--- config.mk ---
export PLATFORM = sky130hd
export DESIGN_NAME = pc_sequencer
export DESIGN_NICKNAME = d
export VERILOG_FILES = /design/src/rtl/pc_sequencer.sv
export SDC_FILE = /design/constraint.sdc
export NUM_CORES = 1
export LEC_CHECK = 0
export CAP_MARGIN = 10
export CORE_ASPECT_RATIO = 0.6
export CORE_MARGIN = 5
export CORE_UTILIZATION = 51
export DETAILED_ROUTE_END_ITERATION = 16
export PLACE_DENSITY = 0.86
export SKIP_CTS_REPAIR_TIMING = 1
export SYNTH_ARGS = -nofsm -noshare
export SYNTH_HDL_FRONTEND = slang
export SYNTH_SLANG_ARGS = --single-unit
--- constraint.sdc ---
create_clock -name clock -period 4.2 [get_ports clock]
set_input_delay 0.84 -clock clock [delete_from_list [all_inputs] [get_ports clock]]
set_output_delay 0.84 -clock clock [all_outputs]
set_load 0.005 [all_outputs]
--- src/rtl/pc_sequencer.sv ---
// Program-counter front end: issues word-addressed PCs to fetch under valid/ready,
// with pause, redirect and halt. Define PC_ISSUE_COUNT_EN to add the issue_count output.
//
// state | meaning
// IDLE  | paused, pc held, no request to fetch
// RUN   | pc_valid asserted, pc advances on each transfer
// HALT  | stopped until reset, all other inputs ignored
module pc_sequencer #(
  parameter int unsigned       WIDTH     = 32,
  parameter logic [WIDTH-1:0]  RESET_PC  = '0,
  parameter logic [WIDTH-1:0]  INCREMENT = {{(WIDTH-1){1'b0}}, 1'b1},
  parameter logic [WIDTH-1:0]  PC_LIMIT  = '1
) (
  input  logic             clock,
  input  logic             reset,
  input  logic             enable,
  input  logic             fetch_ready,
  input  logic             redirect_valid,
  input  logic [WIDTH-1:0] redirect_target,
  input  logic             halt_req,
  output logic [WIDTH-1:0] pc,
  output logic             pc_valid,
  output logic             halted
`ifdef PC_ISSUE_COUNT_EN
  ,
  output logic [31:0]      issue_count
`endif
);

  localparam logic [1:0] ST_IDLE = 2'd0;
  localparam logic [1:0] ST_RUN  = 2'd1;
  localparam logic [1:0] ST_HALT = 2'd2;

  logic [1:0]       state;
  logic [1:0]       state_nxt;
  logic [WIDTH-1:0] pc_nxt;
  logic             transfer;
  logic             limit_hit;

  // pc_valid is only ever high in RUN, so a transfer can only happen there
  assign transfer  = pc_valid & fetch_ready;
  assign limit_hit = transfer & (pc == PC_LIMIT);

  always_comb begin
    state_nxt = state;
    case (state)
      ST_IDLE: begin
        if (halt_req)      state_nxt = ST_HALT;
        else if (enable)   state_nxt = ST_RUN;
      end
      ST_RUN: begin
        if (halt_req)       state_nxt = ST_HALT;
        else if (limit_hit) state_nxt = ST_HALT;
        else if (!enable)   state_nxt = ST_IDLE;
      end
      ST_HALT: state_nxt = ST_HALT;
      default: state_nxt = ST_IDLE;
    endcase
  end

  // Redirect wins over increment; the outgoing pc is dropped even if fetch took it
  always_comb begin
    pc_nxt = pc;
    if (state != ST_HALT) begin
      if (redirect_valid)  pc_nxt = redirect_target;
      else if (transfer)   pc_nxt = pc + INCREMENT;
    end
  end

  always_ff @(posedge clock or posedge reset) begin
    if (reset) begin
      state    <= ST_IDLE;
      pc       <= RESET_PC;
      pc_valid <= 1'b0;
      halted   <= 1'b0;
    end else begin
      state    <= state_nxt;
      pc       <= pc_nxt;
      pc_valid <= (state_nxt == ST_RUN);
      halted   <= (state_nxt == ST_HALT);
    end
  end

`ifdef PC_ISSUE_COUNT_EN
  // Counts accepted issues for the lifetime since reset; redirect/halt leave it alone
  always_ff @(posedge clock or posedge reset) begin
    if (reset)         issue_count <= 32'd0;
    else if (transfer) issue_count <= issue_count + 32'd1;
  end
`else
  // default build carries no issue counter
`endif

endmodule

==> impl_metrics.toml <==
[run_status]
status = "complete, no violations"

[place]
placed_cell_area_sq_um = 3060
port_buffers = 71
hpwlAfterDp_um = 5170
place_congestion = 0.856

[logic_synthesis]
netlist_instances = 271
synth_warnings = 0
ys.flop_type = "dfrtp_1"
synth_seq_cells = 36
synthesis.nets = 310
ys_async_sr_fraction_pct = 100
ys_types = 49
yosysSeqAreaShare_pct = 38.9
synth.avg_cell_area_sq_um = 8.54
netlist_area_sq_um = 2310
synth_edf_count = 0

[sta]
maxSlewHeadroom_pct = 34.0
setup_viol = 0
worst_pin_slew_ns = 0.989
fin_crit_sh_pct = 60.9
finClkSkew_ns = 0.00451
slew_violations = 0
rsz0062_at_grt = "no"
period_needed_ns = 2.56
hold_viol = 0
tns_ns = 0
max_freq_ghz = 0.391

[pwr]
p_int_uw = 744
p_clk_share_pct = 20.2
switchingPower_uw = 360
seq_power_share_pct = 48.1
p_sw_share_pct = 32.6
power.density_nw_per_um2 = 353
ir_drop_mv = 0.266
p_comb_share_pct = 31.7
leakage_uw = 0.00120

[finish]
fin_nets = 372
area_growth_pct = 35.1
final_common_cell = "clkdlybuf4s50_1"
nFillCells = 388
finalInstanceArea_sq_um = 3130
drive_above_1_share_pct = 6.04
antenna_cells = 0
layout_common_cells = "clkdlybuf4s50_1, dfrtp_1, a21oi_1"

[worst_setup_path]
worstPathRequired_ns = 4.37
critPathKind = "in2reg"
worstPathArrival_ns = 2.73
cp-start-kind = "input pin"
critPathMaxFanout = 49
cp-end-kind = "register"

[floorplanning]
die-area_sq_um = 6030
num_rows = 19
io_pins = 72
die_h_um = 62.2
fp.dieW_um = 97.0
start_util_pct = 51.8
core_sq_um = 4470

[detailed_routing]
drc = 0
ant_nets = 0
first_pass_iters = 5
via_per_inst = 6.35
num_vias = 2503
drt-wirelength-per-cell_um = 17.7
drtIter0Drc = 257
routed_wl_um = 6990

[clock_network]
cts_root_buf = "clkbuf_8"
clk_latency_ns = 0.29
cts_buffers = 5
ctsHtreeMaxLevel = 2
clk_pin_slew_worst_paths_ns = 0.07
clock-sinks = 36
tritoncts = "yes"
cts_max_path_buffers = 2

[global_route]
grt_overflow = 0
track_usage_pct = 22.8
grt_first_pass_wirelength_um = 11300
grt_pass1_vias = 2257
antenna_found_initial = 0
grt_max_degree = 50

[min_path]
hold_class = "reg2reg"

[run]
maxCapViolations = 0
sequential cells by signal, indices dropped and copies added, names as in the netlist:
| name | count |
|---|---|
| halted | 1 |
| pc_valid | 1 |
| state | 2 |
| pc | 32 |
cell usage after synthesis, drive strengths merged (2+ instances only):
cell type | n | share of area (%)
o21ai | 18 | 3.9
a41o | 2 | 0.86
buf | 4 | 0.76
a41oi | 2 | 0.76
nand2 | 16 | 2.6
o22ai | 3 | 0.81
nor4 | 3 | 2.1
inv | 6 | 0.97
a311oi | 6 | 2.3
dfrtp | 36 | 39
nor3 | 12 | 2.6
nand2b | 4 | 1.1
o31ai | 2 | 0.65
o2bb2ai | 6 | 2.3
a32oi | 3 | 1.1
and3 | 8 | 2.2
and4 | 3 | 1.2
and3b | 2 | 0.76
o21bai | 5 | 1.6
o22a | 4 | 1.5
mux2i | 5 | 2.2
nand4 | 9 | 3.1
or2 | 2 | 0.54
a31oi | 6 | 1.6
o21a | 2 | 0.65
a21oi | 29 | 6.3
a22oi | 4 | 1.3
clkbuf | 16 | 2.6
and2 | 4 | 1.1
nor2 | 23 | 3.7
nand3 | 13 | 3.0
power groups by stage:
stage	registers (uW)	clock network, uW	logic, uW
after floorplan	513	0	143
after CTS	528	224	353
final	531	223	349
after global routing	546	238	383
after detailed placement	533	0	350
after global placement	530	0	344
cells by family after synthesis:
family / Yosys count / share of synthesized area [%]
simple gates: 104 / 25.6
compound gates: 98 / 27.9
buf+inv: 26 / 4.32
flops: 36 / 38.9
fa+ha+maj: 1 / 0.540
mux: 6 / 2.65
critical path: stages:
cell and delay (ns):
clkdlybuf4s50_1 0.47, buf_4 0.42, a21oi_1 0.13, or2_2 0.50, o311a_1 0.36
final cells by class:
type	instances	area (sq um)	area share [%]
Timing Repair Buffer	75	741	23.7
Inverter	6	22.5	0.720
Sequential cell	36	901	28.8
Clock buffer	5	68.8	2.20
Tap cell	63	78.8	2.52
Multi-Input combinational cell	209	1320	42.1
per-layer routing:
layer,global-route usage [%],vias up,part of all wire [%]
met4,5.95,0,1.2
met3,7.27,11,9.8
li1,-,1160,-
met5,3.42,-,0
met2,31.8,135,42
met1,33.7,1197,47
worst paths after layout:
path                               startpoint                  to  slack (ns)  cells after the start
setup / recovery               redirect_valid  pc[27]$_DFFE_PP0P_        1.64                      5
hold / removal             state[0]$_DFF_PP0_  state[1]$_DFF_PP0_        0.53                      1
setup reg to reg            pc[0]$_DFFE_PP0P_  state[0]$_DFF_PP0_        1.80                      6
hold reg to reg            state[0]$_DFF_PP0_  state[1]$_DFF_PP0_        0.53                      1
max in group asynchronous               reset  pc[21]$_DFFE_PP0P_        2.39                      3
min in group asynchronous               reset  pc[24]$_DFFE_PP0P_        1.07                      2
per-stage QoR:
stage / hold slack [ns] / setup slack (ns) / utilization (%) / total power [uW] / std cells
floorplan: 0.463 / 2.29 / - / 656 / 271
global placement: 0.513 / 1.41 / 68.4 / 874 / 389
detailed placement: 0.517 / 1.37 / 68.4 / 884 / 389
CTS: 0.526 / 1.66 / 70.0 / 1100 / 394
global route: 0.575 / 1.48 / 70.0 / 1170 / 394
finish: 0.530 / 1.64 / 70.0 / 1100 / 394
Note: power is estimated with default switching activity, not from simulation.
